--- src/rtl/bg_line_fetcher_if.sv ---
// Handshake bundle for the background line fetcher: line request, VRAM read port
// and pixel readout. master = fetcher side, slave = arbiter/mixer side.
interface bg_line_fetcher_if #(
  parameter int ADDR_WIDTH = 12
);
  logic                  line_start;
  logic [7:0]            line_y;
  logic [7:0]            scroll_x;
  logic [7:0]            scroll_y;
  logic                  busy;
  logic                  line_done;
  logic                  mem_req;
  logic [ADDR_WIDTH-1:0] mem_addr;
  logic                  mem_gnt;
  logic [7:0]            mem_data;
  logic [7:0]            px_x;
  logic [1:0]            px_pattern;
  logic [2:0]            px_color;

  modport master (
    input  line_start, line_y, scroll_x, scroll_y, mem_gnt, mem_data, px_x,
    output busy, line_done, mem_req, mem_addr, px_pattern, px_color
  );

  modport slave (
    output line_start, line_y, scroll_x, scroll_y, mem_gnt, mem_data, px_x,
    input  busy, line_done, mem_req, mem_addr, px_pattern, px_color
  );
endinterface

--- src/rtl/bg_line_fetcher.sv ---
// Sequential background scanline fetcher: walks nametable and pattern memory over
// a shared 8-bit VRAM port into a double-buffered line store read by the mixer.
//
// state | meaning
// IDLE  | waiting for line_start
// COLOR | requesting the per-screen color byte
// NT    | requesting the nametable tile byte for entry j
// P0    | tile byte arrives; requesting the pattern hi byte
// P1    | hi byte arrives; requesting the pattern lo byte
// DONE  | last entry written, banks swap at the end of this cycle
module bg_line_fetcher #(
  parameter int COLS = 32,
  parameter int ROWS = 30,
  parameter int ADDR_WIDTH = 12,
  parameter logic [ADDR_WIDTH-1:0] PMB_BASE = 12'h200,
  parameter logic [ADDR_WIDTH-1:0] NTBL_BASE = 12'h400
) (
  input logic clk,
  input logic rst,
  bg_line_fetcher_if.master bus
);
  localparam logic [8:0] LINE_H = 9'(ROWS * 8);
  localparam logic [ADDR_WIDTH-1:0] COLOR_ADDR = NTBL_BASE + ADDR_WIDTH'(ROWS * COLS);
  localparam logic [5:0] LAST_J = 6'(COLS);
  localparam logic [4:0] COL_MASK = 5'(COLS - 1);

  typedef enum logic [2:0] {IDLE, COLOR, NT, P0, P1, DONE} state_t;
  typedef enum logic [1:0] {K_COLOR, K_TILE, K_HI, K_LO} kind_t;

  state_t state;
  kind_t  cap_kind, cur_kind;
  logic   cap_vld;
  logic [5:0] j_q, cap_j;
  logic [7:0] ry_q;
  logic [4:0] coarse_q;
  logic [2:0] fine_q;
  logic [2:0] color0_q, color1_q;
  logic [7:0] tile_q, hi_q;
  logic       front_sel;
  logic [2:0] front_fine;
  logic [18:0] bank0 [0:COLS];
  logic [18:0] bank1 [0:COLS];

  logic       fire;
  logic [5:0] tile_cur;
  logic [4:0] src_col;
  logic [2:0] prow;
  logic [ADDR_WIDTH-1:0] pmb_addr, nt_addr;
  logic [8:0] ry_sum;
  logic [15:0] line_raw, line_w;
  logic [18:0] wr_ent;
  logic [8:0] e;
  logic [18:0] ent;

  function automatic logic [15:0] pair_rev(input logic [15:0] v);
    logic [15:0] r;
    for (int k = 0; k < 8; k++) r[2*k +: 2] = v[14-2*k +: 2];
    return r;
  endfunction

  // The tile byte is only on mem_data during the first P0 cycle; afterwards use the captured copy.
  assign fire     = bus.mem_req & bus.mem_gnt;
  assign tile_cur = (cap_vld && cap_kind == K_TILE) ? bus.mem_data[5:0] : tile_q[5:0];
  assign src_col  = (j_q[4:0] + coarse_q) & COL_MASK;
  assign prow     = tile_cur[5] ? ~ry_q[2:0] : ry_q[2:0];
  assign pmb_addr = PMB_BASE + ADDR_WIDTH'({tile_cur[4:0], prow, 1'b0});
  assign nt_addr  = NTBL_BASE + ADDR_WIDTH'(ry_q[7:3]) * ADDR_WIDTH'(COLS) + ADDR_WIDTH'(src_col);
  assign ry_sum   = {1'b0, bus.line_y} + {1'b0, bus.scroll_y};

  assign line_raw = {hi_q, bus.mem_data};
  assign line_w   = tile_q[6] ? pair_rev(line_raw) : line_raw;
  assign wr_ent   = {(tile_q[7] ? color1_q : color0_q), line_w};

  assign e   = {1'b0, bus.px_x} + {6'b0, front_fine};
  assign ent = front_sel ? bank1[e[8:3]] : bank0[e[8:3]];

  always_comb begin
    bus.mem_req  = 1'b0;
    bus.mem_addr = '0;
    cur_kind     = K_LO;
    case (state)
      COLOR: begin bus.mem_req = 1'b1; bus.mem_addr = COLOR_ADDR;   cur_kind = K_COLOR; end
      NT:    begin bus.mem_req = 1'b1; bus.mem_addr = nt_addr;      cur_kind = K_TILE;  end
      P0:    begin bus.mem_req = 1'b1; bus.mem_addr = pmb_addr;     cur_kind = K_HI;    end
      P1:    begin bus.mem_req = 1'b1; bus.mem_addr = pmb_addr + 1'b1; cur_kind = K_LO; end
      default: ;
    endcase
  end

  always_ff @(posedge clk) begin
    if (rst && cap_vld && cap_kind == K_LO) begin
      if (front_sel) bank0[cap_j] <= wr_ent;
      else           bank1[cap_j] <= wr_ent;
    end
  end

  always_ff @(posedge clk) begin
    if (!rst) begin
      state          <= IDLE;
      bus.busy       <= 1'b0;
      bus.line_done  <= 1'b0;
      bus.px_pattern <= 2'd0;
      bus.px_color   <= 3'd0;
      cap_vld        <= 1'b0;
      cap_kind       <= K_COLOR;
      cap_j          <= 6'd0;
      j_q            <= 6'd0;
      front_sel      <= 1'b0;
      front_fine     <= 3'd0;
    end else begin
      cap_vld  <= fire;
      cap_kind <= cur_kind;
      cap_j    <= j_q;
      if (cap_vld) begin
        case (cap_kind)
          K_COLOR: begin color0_q <= bus.mem_data[2:0]; color1_q <= bus.mem_data[5:3]; end
          K_TILE:  tile_q <= bus.mem_data;
          K_HI:    hi_q   <= bus.mem_data;
          default: ;
        endcase
      end

      bus.px_pattern <= ent[{~e[2:0], 1'b1} -: 2];
      bus.px_color   <= ent[18:16];

      case (state)
        IDLE: begin
          bus.line_done <= 1'b0;
          if (bus.line_start) begin
            ry_q     <= 8'((ry_sum >= LINE_H) ? ry_sum - LINE_H : ry_sum);
            coarse_q <= bus.scroll_x[7:3];
            fine_q   <= bus.scroll_x[2:0];
            j_q      <= 6'd0;
            bus.busy <= 1'b1;
            state    <= COLOR;
          end
        end
        COLOR: if (fire) state <= NT;
        NT:    if (fire) state <= P0;
        P0:    if (fire) state <= P1;
        P1: begin
          if (fire) begin
            if (j_q == LAST_J) begin
              bus.line_done <= 1'b1;
              state         <= DONE;
            end else begin
              j_q   <= j_q + 6'd1;
              state <= NT;
            end
          end
        end
        DONE: begin
          bus.line_done <= 1'b0;
          bus.busy      <= 1'b0;
          front_sel     <= ~front_sel;
          front_fine    <= fine_q;
          state         <= IDLE;
        end
        default: state <= IDLE;
      endcase
    end
  end
endmodule

--- src/flat_wrapper.sv ---
// flat-port wrapper written by rule: the top's interface ports become plain ports
module bg_line_fetcher_flat 
#(
  parameter int COLS = 32,
  parameter int ROWS = 30,
  parameter int ADDR_WIDTH = 12,
  parameter logic [ADDR_WIDTH-1:0] PMB_BASE = 12'h200,
  parameter logic [ADDR_WIDTH-1:0] NTBL_BASE = 12'h400
)
  (clk, rst, bus_line_start, bus_line_y, bus_scroll_x, bus_scroll_y, bus_mem_gnt, bus_mem_data, bus_px_x, bus_busy, bus_line_done, bus_mem_req, bus_mem_addr, bus_px_pattern, bus_px_color);
  bg_line_fetcher_if #(.ADDR_WIDTH(ADDR_WIDTH)) bus_i ();
  input logic clk;
  input logic rst;
  input wire logic [$bits(bus_i.line_start)-1:0] bus_line_start;
  input wire logic [$bits(bus_i.line_y)-1:0] bus_line_y;
  input wire logic [$bits(bus_i.scroll_x)-1:0] bus_scroll_x;
  input wire logic [$bits(bus_i.scroll_y)-1:0] bus_scroll_y;
  input wire logic [$bits(bus_i.mem_gnt)-1:0] bus_mem_gnt;
  input wire logic [$bits(bus_i.mem_data)-1:0] bus_mem_data;
  input wire logic [$bits(bus_i.px_x)-1:0] bus_px_x;
  output wire logic [$bits(bus_i.busy)-1:0] bus_busy;
  output wire logic [$bits(bus_i.line_done)-1:0] bus_line_done;
  output wire logic [$bits(bus_i.mem_req)-1:0] bus_mem_req;
  output wire logic [$bits(bus_i.mem_addr)-1:0] bus_mem_addr;
  output wire logic [$bits(bus_i.px_pattern)-1:0] bus_px_pattern;
  output wire logic [$bits(bus_i.px_color)-1:0] bus_px_color;
  assign bus_i.line_start = bus_line_start;
  assign bus_i.line_y = bus_line_y;
  assign bus_i.scroll_x = bus_scroll_x;
  assign bus_i.scroll_y = bus_scroll_y;
  assign bus_i.mem_gnt = bus_mem_gnt;
  assign bus_i.mem_data = bus_mem_data;
  assign bus_i.px_x = bus_px_x;
  assign bus_busy = bus_i.busy;
  assign bus_line_done = bus_i.line_done;
  assign bus_mem_req = bus_i.mem_req;
  assign bus_mem_addr = bus_i.mem_addr;
  assign bus_px_pattern = bus_i.px_pattern;
  assign bus_px_color = bus_i.px_color;
  bg_line_fetcher #(.COLS(COLS), .ROWS(ROWS), .ADDR_WIDTH(ADDR_WIDTH), .PMB_BASE(PMB_BASE), .NTBL_BASE(NTBL_BASE)) u_core (.clk(clk), .rst(rst), .bus(bus_i));
endmodule
--- config.mk ---
export PLATFORM = sky130hd
export DESIGN_NAME = bg_line_fetcher_flat
export DESIGN_NICKNAME = d
export VERILOG_FILES = /design/src/rtl/bg_line_fetcher_if.sv /design/src/rtl/bg_line_fetcher.sv /design/src/flat_wrapper.sv
export SDC_FILE = /design/constraint.sdc
export NUM_CORES = 1
export LEC_CHECK = 0
export ABC_AREA = 1
export CELL_PAD_IN_SITES_DETAIL_PLACEMENT = 0
export CELL_PAD_IN_SITES_GLOBAL_PLACEMENT = 2
export CORE_MARGIN = 4
export CORE_UTILIZATION = 43
export DETAILED_ROUTE_END_ITERATION = 16
export GPL_ROUTABILITY_DRIVEN = 1
export PLACE_DENSITY_LB_ADDON = 0.1
export SLEW_MARGIN = 20
export SYNTH_ARGS = -nofsm -noshare
export SYNTH_HDL_FRONTEND = slang
export SYNTH_SLANG_ARGS = --single-unit
--- constraint.sdc ---
create_clock -name clk -period 5.7 [get_ports clk]
set_input_delay 0.57 -clock clk [delete_from_list [all_inputs] [get_ports clk]]
set_output_delay 0.57 -clock clk [all_outputs]
set_load 0.02 [all_outputs]
=== After elaboration in Yosys (flattened, before gate mapping) ===
Memories as Yosys holds them, arrays and structs flattened.
Index checks and enable logic that the tools add are counted.

* Register bits after elaboration: 67
* Memory bits (writable): 1,254
* Bits of input ports: 44
* Logic and storage cells: 100
* Memories: 2

{| class="wikitable"
|+ Memory list
! name !! depth !! width !! rd ports !! clocked after Yosys merged registers in !! write ports !! RTL line !! source
|-
| u_core.bank0 || 33 || 19 || 1 || 0 || 1 || bg_line_fetcher.sv:41 || <nowiki>logic [18:0] bank0 [0:COLS];</nowiki>
|-
| u_core.bank1 || 33 || 19 || 1 || 0 || 1 || bg_line_fetcher.sv:42 || <nowiki>logic [18:0] bank1 [0:COLS];</nowiki>
|}

* Add/sub/neg operators: 9
* Order comparisons: 1
* Eq/ne operators: 16
* Shifts and indexed selects: 1
* Multiplexer cells: 31
* Bitwise logic cells: 4
* Reduce and logical (&&, ||, !) cells: 18

{| class="wikitable"
|+ Operators by type and width
! kind !! number
|-
| 12-bit case mux with 4 select lines || 1
|-
| 3-bit two-way mux || 8
|-
| 6-bit two-way mux || 4
|-
| 20-bit by 5-bit indexed part select with 2-bit output || 1
|-
| 19-bit two-way mux || 1
|-
| 16-bit two-way mux || 1
|-
| 3-bit case mux with 5 select lines || 1
|-
| 3-bit AND reduction || 5
|-
| 11-bit by 10-bit adder with 12-bit output, first input constant || 1
|-
| 12-bit by 1-bit adder with 12-bit output, second input constant || 1
|-
| 12-bit by 5-bit adder with 12-bit output || 1
|-
| 6-bit case mux with 2 select lines || 1
|-
| 10-bit by 9-bit adder with 11-bit output, first input constant || 1
|-
| 1-bit two-way mux || 10
|-
| 2-bit by 1-bit != test with 1-bit output, second input constant || 5
|-
| 8-bit by 3-bit adder with 9-bit output || 1
|-
| 8-bit by 8-bit adder with 9-bit output || 1
|-
| 9-bit by 8-bit greater-or-equal comparator with 1-bit output, second input constant || 1
|-
| 8-bit two-way mux || 1
|-
| 8-bit subtractor, second input constant || 1
|-
| 6-bit by 1-bit adder with 6-bit output, second input constant || 1
|-
| 3-bit by 2-bit equality test with 1-bit output, second input constant || 2
|-
| 3-bit equality test, second input constant || 2
|-
| 6-bit equality test, second input constant || 1
|-
| 19 further kinds || 27
|}

=== Longest topological paths before layout ===
* Depth after elaboration: 7
* Gate-level depth with buffers: 23

=== Least setup slack after synthesis ===
Ideal clock, no wire load.

* Path kind: register -> register
* Start point: reg u_core.tile_q[6]
* End point: mem u_core.bank0[0][0], data pin
* Setup time: 717 ps
* Arrival: 3,259 ps
* Setup slack: 1,724 ps
* Cell stages (with the launch flop): 3
* Clock period less this slack: 3,976 ps
* Cells stage by stage: edfxtp_1 -> clkbuf_1 -> o21ai_0

* Cells in the longest elaborated chain, start to end: 1

{| class="wikitable"
|+ Ends and longest elaborated chain
! what !! RTL line !! source
|-
| start, declared || bg_line_fetcher.sv:38 || <nowiki>logic [7:0] tile_q, hi_q;</nowiki>
|-
| start signal, assigned || bg_line_fetcher.sv:117 || <nowiki>K_TILE: tile_q <= bus.mem_data;</nowiki>
|-
| 16-bit two-way mux || bg_line_fetcher.sv:71 || <nowiki>assign line_w = tile_q[6] ? pair_rev(line_raw) : line_raw;</nowiki>
|-
| via u_core.line_w[0] || bg_line_fetcher.sv:50 || <nowiki>logic [15:0] line_raw, line_w;</nowiki>
|-
| end, declared || bg_line_fetcher.sv:41 ||
|}

The timed path passes the listed nets, and every way through them passes these cells.

=== Final worst setup path ===
* Start point: reg u_core.front_fine[0]
* End point: reg u_core.bus.px_pattern[0]

* Cells in the longest elaborated chain, start to end: 4
* Elaborated cells between the ends (all ways): 6
* Classes of those cells: 1 x add/sub; 1 x shift; 1 x mux; 1 x bitwise; 2 x memory

{| class="wikitable"
|+ Ends and longest elaborated chain
! what !! RTL line !! source
|-
| start, declared || bg_line_fetcher.sv:40 || <nowiki>logic [2:0] front_fine;</nowiki>
|-
| start signal, assigned || bg_line_fetcher.sv:156 || <nowiki>front_fine <= fine_q;</nowiki>
|-
| 8-bit by 3-bit adder with 9-bit output (*) || bg_line_fetcher.sv:74 || <nowiki>assign e = {1'b0, bus.px_x} + {6'b0, front_fine};</nowiki>
|-
| memory 33 x 19 bit, on equally long branches || n/a ||
|-
| 19-bit two-way mux || bg_line_fetcher.sv:75 || <nowiki>assign ent = front_sel ? bank1[e[8:3]] : bank0[e[8:3]];</nowiki>
|-
| 20-bit by 5-bit indexed part select with 2-bit output (*) || bg_line_fetcher.sv:123 || <nowiki>bus.px_pattern <= ent[{~e[2:0], 1'b1} -: 2];</nowiki>
|-
| end signal, assigned || bg_line_fetcher.sv:123 ||
|-
| end, declared || bg_line_fetcher_if.sv:22 || <nowiki>output busy, line_done, mem_req, mem_addr, px_pattern, px_color</nowiki>
|}

Mark *: on every way between the ends. The rest lies on a longest branch, timed or not.
A chain may end at the register's enable or synchronous reset.

==> flow_metrics.py <==
metrics = {
    "status": {
        "status": "finished clean",
    },
    "pwr": {
        "p_per_area_nw_per_um2": 337,
        "leakage_uw": 0.0239,
        "ir_worst_vdd_uv": 322,
    },
    "clocking": {
        "clock_latency_ns": 0.78,
        "cts_root_buf": "clkbuf_16",
        "postCtsSetupBuffers": 0,
        "clkTransAtPathRegs_ns": 0.06,
        "hold_buffers": 0,
        "cts_buffers": 148,
        "cts_tree": "yes",
        "clockBufferDepth": 3,
        "h-tree-depth": 4,
        "cts_resized": 0,
        "cts.sinks": 1321,
    },
    "timing": {
        "fin_skew_ns": 0.0226,
        "fmax_ghz": 0.237,
        "tightest_slew_ns": 1.18,
        "setup_tns_ns": 0,
        "setup_viol": 0,
        "hold_violations": 0,
        "rsz0062_at_grt": "false",
        "drv_slew": 0,
        "fin_crit_ns": 4.22,
        "post-route-period-util_pct": 74.0,
        "maxSlewHeadroom_pct": 20.7,
    },
    "place": {
        "place_area_um2": 59900,
        "io_buffers": 62,
        "dp_hpwl_um": 96800,
        "gp_congestion": 0.840,
    },
    "setup_path": {
        "path_max_fanout": 60,
        "worstPathArrival_ns": 4.91,
        "crit_type": "flip-flop to flip-flop",
        "cp-end-kind": "flip-flop",
        "r2r_setup_slack_ns": 1.48,
        "required_ns": 6.39,
        "cpMaxStageDelayCell": "inv_8",
        "cpMostUsedCell": "nand3_1",
        "path_cells": "ha_1 > inv_1 > fa_1 > inv_1 > nand3_1 > nand3_1 > nand2_8 > inv_8 > buf_12 > buf_4 > nand3_1 > nand3_1 > nand3_1 > nand3_1 > nand3_1 > nand2_1 > nand3_1 > nand3_1 > nand3_1 > a21oi_1",
        "cp_slowest_stage_delay_ns": 0.44,
        "critPathLaunchType": "flip-flop",
    },
    "layout": {
        "fin_nets": 5080,
        "area_delta_synth_final_pct": 14.5,
        "utilization_pct": 49.7,
        "design_area_um2": 64600,
        "nFillCells": 11623,
        "drive_gt1_share_pct": 9.29,
    },
    "floorplan": {
        "design.core.area_um2": 130000,
        "start_util_pct": 43.4,
        "die_area_um2": 137000,
        "pin_count": 64,
        "die_width_um": 370,
        "fp.dieH_um": 370,
        "rows": 132,
    },
    "yosys": {
        "synth_area_um2": 56400,
        "synth_xor_area_share_pct": 0.231,
        "synth-simple-area-share_pct": 19.2,
        "ys_ff_latch": 1321,
        "yosys_warnings": 0,
        "synth_top_area_share_pct": 68.8,
        "syn_avg_cell_area_um2": 11.4,
        "synth_compound_area_share_pct": 4.34,
        "syn_nets": 4997,
        "synth.most_common_cell": "edfxtp_1",
        "synthMuxAreaShare_pct": 0.0599,
        "synth.top_cells.by_count": "edfxtp_1 (1,292), nand2_1 (1,170), nand3_1 (770)",
        "synth_top_family_by_area": "simple AND/OR/NAND/NOR gates",
        "synth_edf_count": 1292,
        "synth.distinct_cells": 41,
        "yosysTopAreaCell": "edfxtp_1",
        "ys_seq_area_share_pct": 69.8,
        "synth_cells": 4932,
        "synth_ff_type": "edfxtp_1",
        "synthAdderAreaFrac_pct": 0.506,
        "async_flop_share_pct": 0,
        "synth_area_leaders": "edfxtp_1 (69%), nand2_1 (7.8%), nand3_1 (6.8%), inv_1 (3.2%), nand3b_1 (2.7%)",
    },
    "detailed_routing": {
        "avgRoutedWirePerCell_um": 25.4,
        "postRouteAntennaNets": 0,
        "drc": 0,
        "drtIter0Drc": 3776,
        "routed_wl_um": 175000,
        "vias": 37409,
        "drt_pass1_iterations": 6,
        "via_per_inst": 5.44,
    },
    "global_route": {
        "grt_pass1_wl_um": 254000,
        "grt_max_degree": 167,
        "grt_usage_pct": 25.4,
        "grt_overflow_total": 0,
        "grt_pass1_vias": 35672,
        "antenna_found_initial": 4,
    },
    "worst_hold_path": {
        "hp-class": "primary input to flip-flop",
    },
    "run": {
        "maxCapViolCount": 0,
    },
}
[layout make-up]
| cell class | instances | area [um^2] | area share, % |
|---|---|---|---|
| clock buffer | 201 | 4070 | 6.30 |
| multi-input combinational | 2814 | 14100 | 21.9 |
| antenna | 3 | 7.51 | 0.0116 |
| timing repair buffer | 238 | 2340 | 3.62 |
| inverter | 492 | 1870 | 2.89 |
| sequential | 1321 | 39400 | 61.0 |
| clock inverter | 69 | 583 | 0.903 |
| tap | 1742 | 2180 | 3.38 |
[path summary, 6_finish.rpt]
path	start	endpoint	cells past startpoint
worst max-delay path	u_core.front_fine[0]	u_core.bus.px_pattern[0]	20
worst min register to register	u_core.bus.busy	u_core.bus.busy	2
worst min-delay path	bus_scroll_x[0]	u_core.fine_q[0]	1
worst max register to register	u_core.front_fine[0]	u_core.bus.px_pattern[0]	20
[cell families (layout without fill, tap and decap cells)]
logic type,Yosys count,in the layout
fa+ha+maj,21,21
mux,3,3
simple gates,2395,2395
buf+inv,797,1000
xor+xnor,14,14
flops,1321,1321
compound gates,380,380
other cells,1,4
[layer usage]
metal  global-route usage, %  vias to the layer above  wire [um]
li1                        -                    17363          -
met1                    37.3                    18649      80100
met2                    40.0                     1171      80800
met3                    3.32                      224       9890
met4                    6.82                        2       4090
met5                       0                        -         10
[sequential cells by signal, summed over array words and instances, names as in the netlist]
| name | flops |
|---|---|
| u_core.bank1 | 627 |
| u_core.hi_q | 8 |
| u_core.cap_j | 6 |
| u_core.front_sel | 1 |
| u_core.cap_kind | 2 |
| u_core.cap_vld | 1 |
| u_core.bus.busy | 1 |
| u_core.tile_q | 8 |
| u_core.bus.px_pattern | 2 |
| u_core.ry_q | 8 |
| u_core.j_q | 6 |
| u_core.fine_q | 3 |
| u_core.state | 3 |
| u_core.coarse_q | 5 |
| u_core.color0_q | 3 |
| u_core.color1_q | 3 |
| u_core.front_fine | 3 |
| u_core.bus.px_color | 3 |
| u_core.bus.line_done | 1 |
| u_core.bank0 | 627 |
[per-stage QoR]
stage	total power, uW	instances	hold slack (ns)	setup WS [ns]
2_1_floorplan	11900	4932	0.420	1.72
3_3_place_gp	12700	6604	0.476	0.772
3_5_place_dp	12700	6606	0.469	0.788
4_1_cts	22000	6876	0.282	1.51
5_1_grt	22500	6877	0.300	1.27
6_report	21800	6880	0.348	1.48
[layout by cell type (no fill, tap or decap), types with 18 or more instances in the layout]
master and count:
a21oi_1 29, buf_12 27, buf_4 146, clkbuf_1 43, clkbuf_16 154, clkdlybuf4s50_1 62
clkinv_1 33, clkinv_2 20, dfxtp_1 29, edfxtp_1 1292, ha_1 18, inv_1 485
nand2_1 1166, nand3_1 770, nand3b_1 206, nor2_1 146, nor2_2 64, nor3_1 18
o211ai_1 146, o21ai_0 112, o221ai_1 36
[worst max-delay path, delay by kind of cell, from the launching register on]
kind	cells	cell delay [ns]
AO/OA/AOI/OAI	1	0.16
adder cells (fa/ha/maj)	2	0.59
buffers and inverters	5	1.20
flip-flops	1	0.33
AND/OR/NAND/NOR	12	1.76
[power by group]
part	switching, uW	total, uW	internal (uW)
Clock	3880	9250	5360
Combinational	1260	1780	522
Sequential	46.5	10700	10700
Note: power is estimated with default switching activity, not from simulation.
